## config.mk

```make
export PLATFORM = sky130hd
export DESIGN_NAME = pc_branch_unit
export DESIGN_NICKNAME = d
export VERILOG_FILES = /design/src/rtl/pc_branch_pkg.sv /design/src/rtl/pc_ret_stack.sv /design/src/rtl/pc_branch_unit.sv
export SDC_FILE = /design/constraint.sdc
export NUM_CORES = 1
export LEC_CHECK = 0
export ABC_CLOCK_PERIOD_IN_PS = 2950
export CORE_UTILIZATION = 40
export DETAILED_ROUTE_END_ITERATION = 10
export HOLD_SLACK_MARGIN = 0.05
export PLACE_DENSITY = 0.69
export SYNTH_ARGS = -nofsm -noshare
export SYNTH_HDL_FRONTEND = slang
export SYNTH_SLANG_ARGS = --single-unit
```

## constraint.sdc

```tcl
create_clock -name clk -period 2.95 [get_ports clk]
set_input_delay 0.7375 -clock clk [delete_from_list [all_inputs] [get_ports clk]]
set_output_delay 0.7375 -clock clk [all_outputs]
set_load 0.1 [all_outputs]
```

## src/rtl/pc_branch_pkg.sv

```systemverilog
// Shared definitions for the PC / branch unit: opcode encoding and the
// location of the opcode field inside the instruction word.
package pc_branch_pkg;

  localparam int unsigned OPC_W  = 3;
  // Opcode bit positions, counted down from the instruction MSB
  // (OPC_HI = 0 is the MSB itself). The top converts them to absolute indices.
  localparam int unsigned OPC_HI = 0;
  localparam int unsigned OPC_LO = OPC_W - 1;

  typedef enum logic [OPC_W-1:0] {
    OP_NOP  = 3'b000,
    OP_JMP  = 3'b001,
    OP_BEQ  = 3'b010,
    OP_BNE  = 3'b011,
    OP_CALL = 3'b100,
    OP_RET  = 3'b101,
    OP_BLT  = 3'b110,
    OP_HALT = 3'b111
  } opcode_e;

endpackage

```

## src/rtl/pc_ret_stack.sv

```systemverilog
// Bounded LIFO of return addresses.
// Ports: clk, rst_n (async active-low, clears occupancy only), push_i, pop_i,
//        din_i (address to push), top_o (current top entry), count_o
//        (occupancy), full_o, empty_o.
// A push when full or a pop when empty is ignored.
module pc_ret_stack #(
  parameter  int unsigned DEPTH = 4,
  parameter  int unsigned W     = 5,
  localparam int unsigned CNT_W = $clog2(DEPTH + 1)
) (
  input  logic             clk,
  input  logic             rst_n,
  input  logic             push_i,
  input  logic             pop_i,
  input  logic [W-1:0]     din_i,
  output logic [W-1:0]     top_o,
  output logic [CNT_W-1:0] count_o,
  output logic             full_o,
  output logic             empty_o
);

  localparam int unsigned IDX_W = (DEPTH > 1) ? $clog2(DEPTH) : 1;

  logic [W-1:0]     mem_q [DEPTH];
  logic [CNT_W-1:0] count_q, count_d;
  logic [IDX_W-1:0] wr_idx, rd_idx;
  logic             do_push, do_pop;

  assign full_o  = (count_q == CNT_W'(DEPTH));
  assign empty_o = (count_q == '0);
  assign do_push = push_i && !full_o;
  assign do_pop  = pop_i && !empty_o;

  // Next free slot is at count; the top lives one below it.
  assign wr_idx  = IDX_W'(count_q);
  assign rd_idx  = IDX_W'(count_q - CNT_W'(1));
  assign top_o   = mem_q[rd_idx];
  assign count_o = count_q;

  // Occupancy update; push wins if both are ever requested.
  always_comb begin
    count_d = count_q;
    if (do_push) begin
      count_d = count_q + CNT_W'(1);
    end else if (do_pop) begin
      count_d = count_q - CNT_W'(1);
    end
  end

  always_ff @(posedge clk or negedge rst_n) begin
    if (!rst_n) begin
      count_q <= '0;
    end else begin
      count_q <= count_d;
    end
  end

  // Storage is not reset: entries above the occupancy are never read.
  always_ff @(posedge clk) begin
    if (do_push) begin
      mem_q[wr_idx] <= din_i;
    end
  end

endmodule

```

## src/rtl/pc_branch_unit.sv

```systemverilog
// Program counter and branch unit: registered PC, control-flow decode,
// operand compare and a bounded return-address stack.
// Ports: clk, reset (async active-low), instr_valid, instr, r1, r2 (inputs);
//        pc, taken, halted, ras_count, ras_ovf, ras_unf (registered outputs).
// Build option: define PC_BRANCH_BLT_EN to execute opcode 110 as a signed
// less-than branch; otherwise it behaves as NOP.
module pc_branch_unit
  import pc_branch_pkg::*;
#(
  parameter  int unsigned PC_W      = 5,
  parameter  int unsigned DATA_W    = 5,
  parameter  int unsigned INSTR_W   = 19,
  parameter  int unsigned RAS_DEPTH = 4,
  parameter  int unsigned RESET_PC  = 0,
  localparam int unsigned CNT_W     = $clog2(RAS_DEPTH + 1)
) (
  input  logic               clk,
  input  logic               reset,
  input  logic               instr_valid,
  input  logic [INSTR_W-1:0] instr,
  input  logic [DATA_W-1:0]  r1,
  input  logic [DATA_W-1:0]  r2,
  output logic [PC_W-1:0]    pc,
  output logic               taken,
  output logic               halted,
  output logic [CNT_W-1:0]   ras_count,
  output logic               ras_ovf,
  output logic               ras_unf
);

  opcode_e         opc;
  logic [PC_W-1:0] target, seq, ras_top;
  logic [PC_W-1:0] pc_q, pc_d;
  logic            taken_q, taken_d, halted_q, halted_d;
  logic            ovf_q, ovf_d, unf_q, unf_d;
  logic            accept, push, pop, full, empty, blt_hit;
  logic            unused_instr_bits;

  // Decode: only the opcode and the low target bits carry meaning.
  assign opc    = opcode_e'(instr[INSTR_W-1-OPC_HI : INSTR_W-1-OPC_LO]);
  assign target = instr[PC_W-1:0];
  assign seq    = pc_q + PC_W'(1);
  assign accept = instr_valid && !halted_q;
  assign unused_instr_bits = ^instr;

`ifdef PC_BRANCH_BLT_EN
  assign blt_hit = $signed(r1) < $signed(r2);
`else
  assign blt_hit = 1'b0;
`endif

  pc_ret_stack #(
    .DEPTH (RAS_DEPTH),
    .W     (PC_W)
  ) u_ras (
    .clk     (clk),
    .rst_n   (reset),
    .push_i  (push),
    .pop_i   (pop),
    .din_i   (seq),
    .top_o   (ras_top),
    .count_o (ras_count),
    .full_o  (full),
    .empty_o (empty)
  );

  // Next-PC mux and flag updates for an accepted instruction.
  always_comb begin
    pc_d     = pc_q;
    taken_d  = taken_q;
    halted_d = halted_q;
    ovf_d    = ovf_q;
    unf_d    = unf_q;
    push     = 1'b0;
    pop      = 1'b0;
    if (accept) begin
      pc_d    = seq;
      taken_d = 1'b0;
      case (opc)
        OP_JMP: begin
          pc_d    = target;
          taken_d = 1'b1;
        end
        OP_BEQ: if (r1 == r2) begin
          pc_d    = target;
          taken_d = 1'b1;
        end
        OP_BNE: if (r1 != r2) begin
          pc_d    = target;
          taken_d = 1'b1;
        end
        OP_CALL: if (!full) begin
          push    = 1'b1;
          pc_d    = target;
          taken_d = 1'b1;
        end else begin
          ovf_d = 1'b1;
        end
        OP_RET: if (!empty) begin
          pop     = 1'b1;
          pc_d    = ras_top;
          taken_d = 1'b1;
        end else begin
          unf_d = 1'b1;
        end
        OP_BLT: if (blt_hit) begin
          pc_d    = target;
          taken_d = 1'b1;
        end
        OP_HALT: begin
          pc_d     = pc_q;
          halted_d = 1'b1;
        end
        default: ;
      endcase
    end
  end

  always_ff @(posedge clk or negedge reset) begin
    if (!reset) begin
      pc_q     <= PC_W'(RESET_PC);
      taken_q  <= 1'b0;
      halted_q <= 1'b0;
      ovf_q    <= 1'b0;
      unf_q    <= 1'b0;
    end else begin
      pc_q     <= pc_d;
      taken_q  <= taken_d;
      halted_q <= halted_d;
      ovf_q    <= ovf_d;
      unf_q    <= unf_d;
    end
  end

  assign pc      = pc_q;
  assign taken   = taken_q;
  assign halted  = halted_q;
  assign ras_ovf = ovf_q;
  assign ras_unf = unf_q;

endmodule
```

==> impl_metrics.py, run 1 <==
metrics = {
    "sta": {
        "drv_slew": 0,
        "fin_crit_sh_pct": 80.67,
        "fmax_ghz": 0.4202,
        "post-route-min-period_ns": 2.380,
        "finalSetupViolations": 0,
        "clock_skew_ns": 0.01107,
        "relSlewSlack_pct": 57.23,
        "rsz0062_at_grt": "no",
        "worst_slew_pin_slew_ns": 0.6396,
        "hold_viol_final": 0,
        "tns_ns": 0,
    },
    "die": {
        "core.rowCount": 25,
        "dieArea_sq_um": 5369,
        "core_area_sq_um": 4817,
        "die_height_microns": 73.28,
        "initial_core_util_pct": 42.18,
        "ioPinCount": 44,
        "chipWidth_microns": 73.28,
    },
    "critical_path": {
        "worstPathRequired_ns": 3.11,
        "cp_max_fo": 9,
        "max_stage_delay_ns": 0.55,
        "crit_buf_inv": 1,
        "endpoint_kind": "flip-flop",
        "cp-start-kind": "input pin",
        "cp_top_family": "compound AO/OA/AOI/OAI gates",
        "cp_cell_sequence": "clkdlybuf4s50_1 -> xor2_1 -> or3_1 -> o211a_1 -> a211oi_1 -> o221ai_1",
        "cp_data_arrival_time_ns": 2.54,
        "critPathKind": "in -> reg",
        "cp_slowest_cell": "or3_1",
    },
    "power_and_ir_drop": {
        "ir_drop_v": 0.0007527,
        "p_per_area_nw_per_um2": 921.3,
        "p_leak_nw": 0.9573,
    },
    "detailed_routing": {
        "routed_wl_microns": 4722,
        "drt_iter0_drc": 219,
        "routedWlPerCell_microns": 16.23,
        "vias": 1633,
        "routed_via_density": 5.612,
        "ant_nets": 0,
        "drc": 0,
        "dr.pass1.iters": 4,
    },
    "global_routing": {
        "grt_pass1_vias": 1538,
        "antenna_found_initial": 0,
        "grt_max_degree": 23,
        "gr-usage-all-layers_pct": 19.54,
        "grt_pass1_wl_microns": 7665,
        "grt.overflow.total": 0,
    },
    "final_layout": {
        "insertedDiodeCount": 0,
        "layout_common_cells": "clkdlybuf4s50_1 (20), buf_4 (20), edfxtp_1 (20)",
        "area_growth_syn_to_layout_pct": 23.40,
        "multiInputGateArea_sq_um": 1031,
        "seq_area_sq_um": 900.9,
        "final_area_sq_um": 2507,
        "nets": 261,
        "n_fill_cell": 455,
        "drive_above_1_share_pct": 15.63,
    },
    "place": {
        "gp_congestion": 0.8936,
        "place_hpwl_microns": 3403,
        "postPlaceCellArea_sq_um": 2396,
        "port_buffers": 32,
    },
    "yosys": {
        "synth_edf_count": 20,
        "yosysUniqueCellTypes": 54,
        "synthArstFlopShare_pct": 37.50,
        "syn_avg_cell_area_sq_um": 10.92,
        "synth_ff_type": "edfxtp_1",
        "synth_area_sq_um": 2032,
        "ys_ff_latch": 32,
        "syn_nets": 224,
        "synth-seq-area-share_pct": 44.33,
        "ys_warn_count": 0,
        "synthCells": 186,
    },
    "clock_tree": {
        "numCtsBuffers": 5,
        "insertion_delay_ns": 0.29,
        "htreeDepth": 2,
        "cts_resized": 0,
        "clk_pin_slew_ns": 0.08,
        "root_buffer": "clkbuf_8",
        "cts_setup_buffers": 0,
        "ctsLongestPathBuffers": 2,
        "ctsHoldBuffers": 0,
        "cts.sinks": 32,
        "cts_tree": "yes",
    },
    "outcome": {
        "status": "finished clean",
    },
    "hold_path": {
        "hold_path.class": "reg -> reg",
    },
    "run": {
        "cap_violations": 0,
    },
}
-- cells in the mapped netlist, types with 2 or more instances --
cell	count	area share, %
edfxtp_1	20	30
dfrtp_1	12	15
o21ai_0	10	2.5
inv_1	8	1.5
nand2_1	8	1.5
nand3_1	8	2.0
nor2_1	8	1.5
xor2_1	8	3.4
a21oi_1	7	1.7
o22ai_1	7	2.2
ha_1	6	3.7
and3_1	5	1.5
o21ai_1	5	1.2
xnor2_1	5	2.2
buf_6	4	2.2
clkbuf_1	4	0.74
a21boi_0	3	1.1
a22oi_1	3	1.1
a31oi_1	3	0.92
mux4_1	3	3.9
nor2b_1	3	0.92
o31ai_1	3	1.1
a211o_1	2	0.86
and2_1	2	0.62
and4b_1	2	0.99
buf_2	2	0.49
mux4_2	2	2.2
nand2b_1	2	0.62
nor3_1	2	0.49
nor3b_1	2	0.74
o21bai_1	2	0.74
o311ai_0	2	0.86
or3_1	2	0.62
-- metal layers --
metal | vias up | global-route usage (%) | routed length (microns) | share of wire, %
li1 | 795 | - | - | -
met1 | 785 | 27.60 | 2269 | 48
met2 | 44 | 28.81 | 2132 | 45
met3 | 9 | 4.252 | 217 | 4.6
met4 | 0 | 8.497 | 103 | 2.2
met5 | - | 0 | 0 | 0
-- through the flow --
step	utilization, %	total power, mW	std cells	setup WS (ns)	hold slack (ns)
4_1_cts	52.05	2.317	291	0.5867	0.4767
2_1_floorplan	-	1.620	186	0.2631	0.4419
3_3_place_gp	49.74	1.880	283	0.2820	0.4636
3_5_place_dp	49.74	1.885	283	0.2911	0.4591
6_report	52.05	2.310	291	0.5701	0.4718
5_1_grt	52.05	2.411	291	0.3861	0.4925
-- state kept, by name, summed over array words and instances (netlist names) --
| name | flops |
|---|---|
| u_ras.mem_q | 20 |
| pc | 5 |
| u_ras.count_o | 3 |
| halted | 1 |
| ras_ovf | 1 |
| ras_unf | 1 |
| taken | 1 |
-- path summary, 6_finish.rpt --
| path | from | to | slack [ns] | cells after the start |
|---|---|---|---|---|
| hold / removal | ras_unf | ras_unf | 0.47 | 1 |
| min in group asynchronous | reset | ras_unf | 0.83 | 1 |
| hold reg to reg | ras_unf | ras_unf | 0.47 | 1 |
| max in group asynchronous | reset | pc[4] | 1.69 | 1 |
| setup / recovery | r2[1] | pc[1] | 0.57 | 6 |
| setup reg to reg | u_ras.count_o[1] | pc[1] | 0.76 | 6 |
-- layout make-up --
type | count | area share [%]
Timing Repair Buffer | 40 | 13.97
Sequential cell | 32 | 35.93
Multi-Input combinational cell | 136 | 41.12
Tap cell | 67 | 3.343
Clock buffer | 5 | 2.745
Clock inverter | 3 | 1.697
Inverter | 8 | 1.198
-- logic make-up after synthesis --
kind of cell / after synthesis / share of synthesized area, %
adders and majority gates: 6 / 3.694
muxes: 6 / 6.589
xor gates and xnor gates: 13 / 5.603
buffers and inverters: 18 / 4.926
and+or+nand+nor: 53 / 15.21
AOI/OAI and AO/OA: 58 / 19.64
DFF: 32 / 44.34
-- power by group --
group / switching [mW] / internal [mW] / leakage (nW)
Sequential: 0.0824 / 0.607 / 0.323
Combinational: 0.847 / 0.342 / 0.580
Clock: 0.181 / 0.250 / 0.0541
Total: 1.11 / 1.20 / 0.957
No activity file was read; power rests on OpenSTA's default activity.
==> inputs of run 2 (changes only) <==
--- a/config.mk
+++ b/config.mk
@@ -5,7 +5,7 @@
 export SDC_FILE = /design/constraint.sdc
 export NUM_CORES = 1
 export LEC_CHECK = 0
-export ABC_CLOCK_PERIOD_IN_PS = 2950
+export ABC_CLOCK_PERIOD_IN_PS = 2400
 export CORE_UTILIZATION = 40
 export DETAILED_ROUTE_END_ITERATION = 10
 export HOLD_SLACK_MARGIN = 0.05
==> constraint.sdc (replaced) <==
create_clock -name clk -period 2.4 [get_ports clk]
set_input_delay 0.6 -clock clk [delete_from_list [all_inputs] [get_ports clk]]
set_output_delay 0.6 -clock clk [all_outputs]
set_load 0.1 [all_outputs]
==> impl_metrics.py, run 2 (synthesis gave the netlist of run 1 again) <==
metrics = {
    "final_layout": {
        "largest_register": "u_ras.mem_q",
        "nets": 283,
        "postLayoutCoreUtil_pct": 55.53,
        "insertedDiodeCount": 0,
        "layout_common_cells": "buf_4 (42), clkdlybuf4s50_1 (20), edfxtp_1 (20)",
        "n_fill_cell": 445,
        "layout_commonest_cell": "buf_4",
        "largest_reg_flops": 20,
        "drive_above_1_share_pct": 23.98,
        "instances_no_fill": 313,
        "area_growth_syn_to_layout_pct": 31.65,
    },
    "power_and_ir_drop": {
        "p_leak_nw": 1.062,
        "p_int_mw": 1.510,
        "combPwrFrac_pct": 52.3,
        "p_per_area_nw_per_um2": 1075,
        "power_switching_mw": 1.365,
        "totalPowerFinal_mw": 2.875,
        "ir_drop_v": 0.0006938,
        "p_sw_share_pct": 47.48,
        "seq_power_share_pct": 29.7,
        "p_clk_share_pct": 17.9,
    },
    "sta": {
        "post-route-min-period_ns": 2.288,
        "drv_slew": 0,
        "fin_crit_sh_pct": 95.34,
        "relSlewSlack_pct": 52.30,
        "clock_skew_ns": 0.005063,
        "finalSetupViolations": 0,
        "rsz0062_at_grt": "no",
        "fmax_ghz": 0.4370,
        "worst_slack_ns": 0.1118,
        "holdWs_ns": 0.4743,
        "worst_slew_pin_slew_ns": 0.7056,
        "hold_viol_final": 0,
    },
    "critical_path": {
        "cp_slowest_cell": "nor4b_1",
        "crit_buf_inv": 2,
        "crit_cells": 7,
        "cp-start-kind": "input pin",
        "cp_data_arrival_time_ns": 2.49,
        "cp_max_fo": 10,
        "critPathKind": "in -> reg",
        "max_stage_delay_ns": 0.65,
        "worstPathRequired_ns": 2.60,
        "cp_top_family": "buffers and inverters",
        "cp_cell_sequence": "clkdlybuf4s50_1 -> buf_4 -> nor4b_1 -> o32ai_1 -> o311ai_0 -> o31ai_1 -> o21ai_1",
        "endpoint_kind": "flip-flop",
        "reg2reg_depth": 6,
    },
    "detailed_routing": {
        "vias": 1736,
        "routed_wl_microns": 4867,
        "drc": 0,
        "drt_iter0_drc": 148,
        "dr.pass1.iters": 4,
        "routed_via_density": 5.546,
        "routedWlPerCell_microns": 15.55,
        "ant_nets": 0,
    },
    "clock_tree": {
        "ctsHoldBuffers": 0,
        "cts_setup_buffers": 0,
        "clk_pin_slew_ns": 0.07,
        "cts_tree": "yes",
        "cts_resized": 0,
        "cts.sinks": 32,
        "numCtsBuffers": 5,
        "root_buffer": "clkbuf_8",
        "insertion_delay_ns": 0.28,
        "ctsLongestPathBuffers": 2,
        "htreeDepth": 2,
    },
    "die": {
        "ioPinCount": 44,
        "chipWidth_microns": 73.28,
        "core.rowCount": 25,
        "initial_core_util_pct": 42.18,
        "die_height_microns": 73.28,
        "dieArea_sq_um": 5369,
        "core_area_sq_um": 4817,
    },
    "global_routing": {
        "gr-usage-all-layers_pct": 19.80,
        "grt.overflow.total": 0,
        "antenna_found_initial": 0,
        "grt_max_degree": 13,
        "grt_pass1_vias": 1672,
        "grt_pass1_wl_microns": 7921,
    },
    "hold_path": {
        "min_path_cells": 1,
        "hold_path.class": "reg -> reg",
    },
    "place": {
        "gp_congestion": 0.7900,
        "place_ws_ns": -0.07497,
        "place_hpwl_microns": 3639,
        "placedCellCount": 305,
        "port_buffers": 32,
    },
    "run": {
        "cap_violations": 0,
    },
    "outcome": {
        "status": "finished clean",
    },
}
==> run 2: cell count changes in the layout (fill, tap and decap cells not counted) <==
cell,previous run,this run
buf_4,20,42
dfrtp_1,12,10
dfrtp_2,0,2
==> run 2: power groups by stage <==
stage	clock (mW)	sequential, mW	combinational, mW
after floorplan	0	1.42	0.576
after global placement	0	0.863	1.49
after detailed placement	0	0.864	1.51
after CTS	0.521	0.853	1.51
after global routing	0.541	0.871	1.60
final	0.515	0.855	1.50
==> run 2: worst paths after layout <==
check	from	end	slack [ns]
max	instr[16]	pc[0]	0.11
min	ras_unf	ras_unf	0.47
max reg2reg	u_ras.count_o[1]	pc[0]	0.22
min reg2reg	ras_unf	ras_unf	0.47
max in group asynchronous	reset	u_ras.count_o[0]	1.29
min in group asynchronous	reset	ras_unf	0.69
==> run 2: layout make-up <==
class                      instances  area, sq um  share of cell area [%]
timing repair buffer              62        515.5                   19.27
clock buffer                       5        68.82                   2.572
sequential                        32        903.4                   33.77
clock inverter                     3        42.54                   1.590
multi-input combinational        136         1031                   38.54
inverter                           8        30.03                   1.123
tap                               67        83.83                   3.134
==> run 2: per-layer routing <==
layer | vias to the layer above | routed length (microns) | global-route usage [%] | share of wire [%]
met5 | - | 0 | 0 | 0
met4 | 0 | 60 | 5.882 | 1.2
met3 | 8 | 263 | 3.978 | 5.4
met2 | 64 | 2274 | 31.69 | 47
met1 | 828 | 2269 | 27.14 | 47
li1 | 836 | - | - | -
==> run 2: through the flow <==
| stage | cell area [sq um] | TNS (ns) |
|---|---|---|
| 2_1_floorplan | 2034 | 0 |
| 3_3_place_gp | 2564 | -0.1400 |
| 3_5_place_dp | 2564 | -0.2916 |
| 4_1_cts | 2675 | 0 |
| 5_1_grt | 2675 | 0 |
| 6_report | 2675 | 0 |
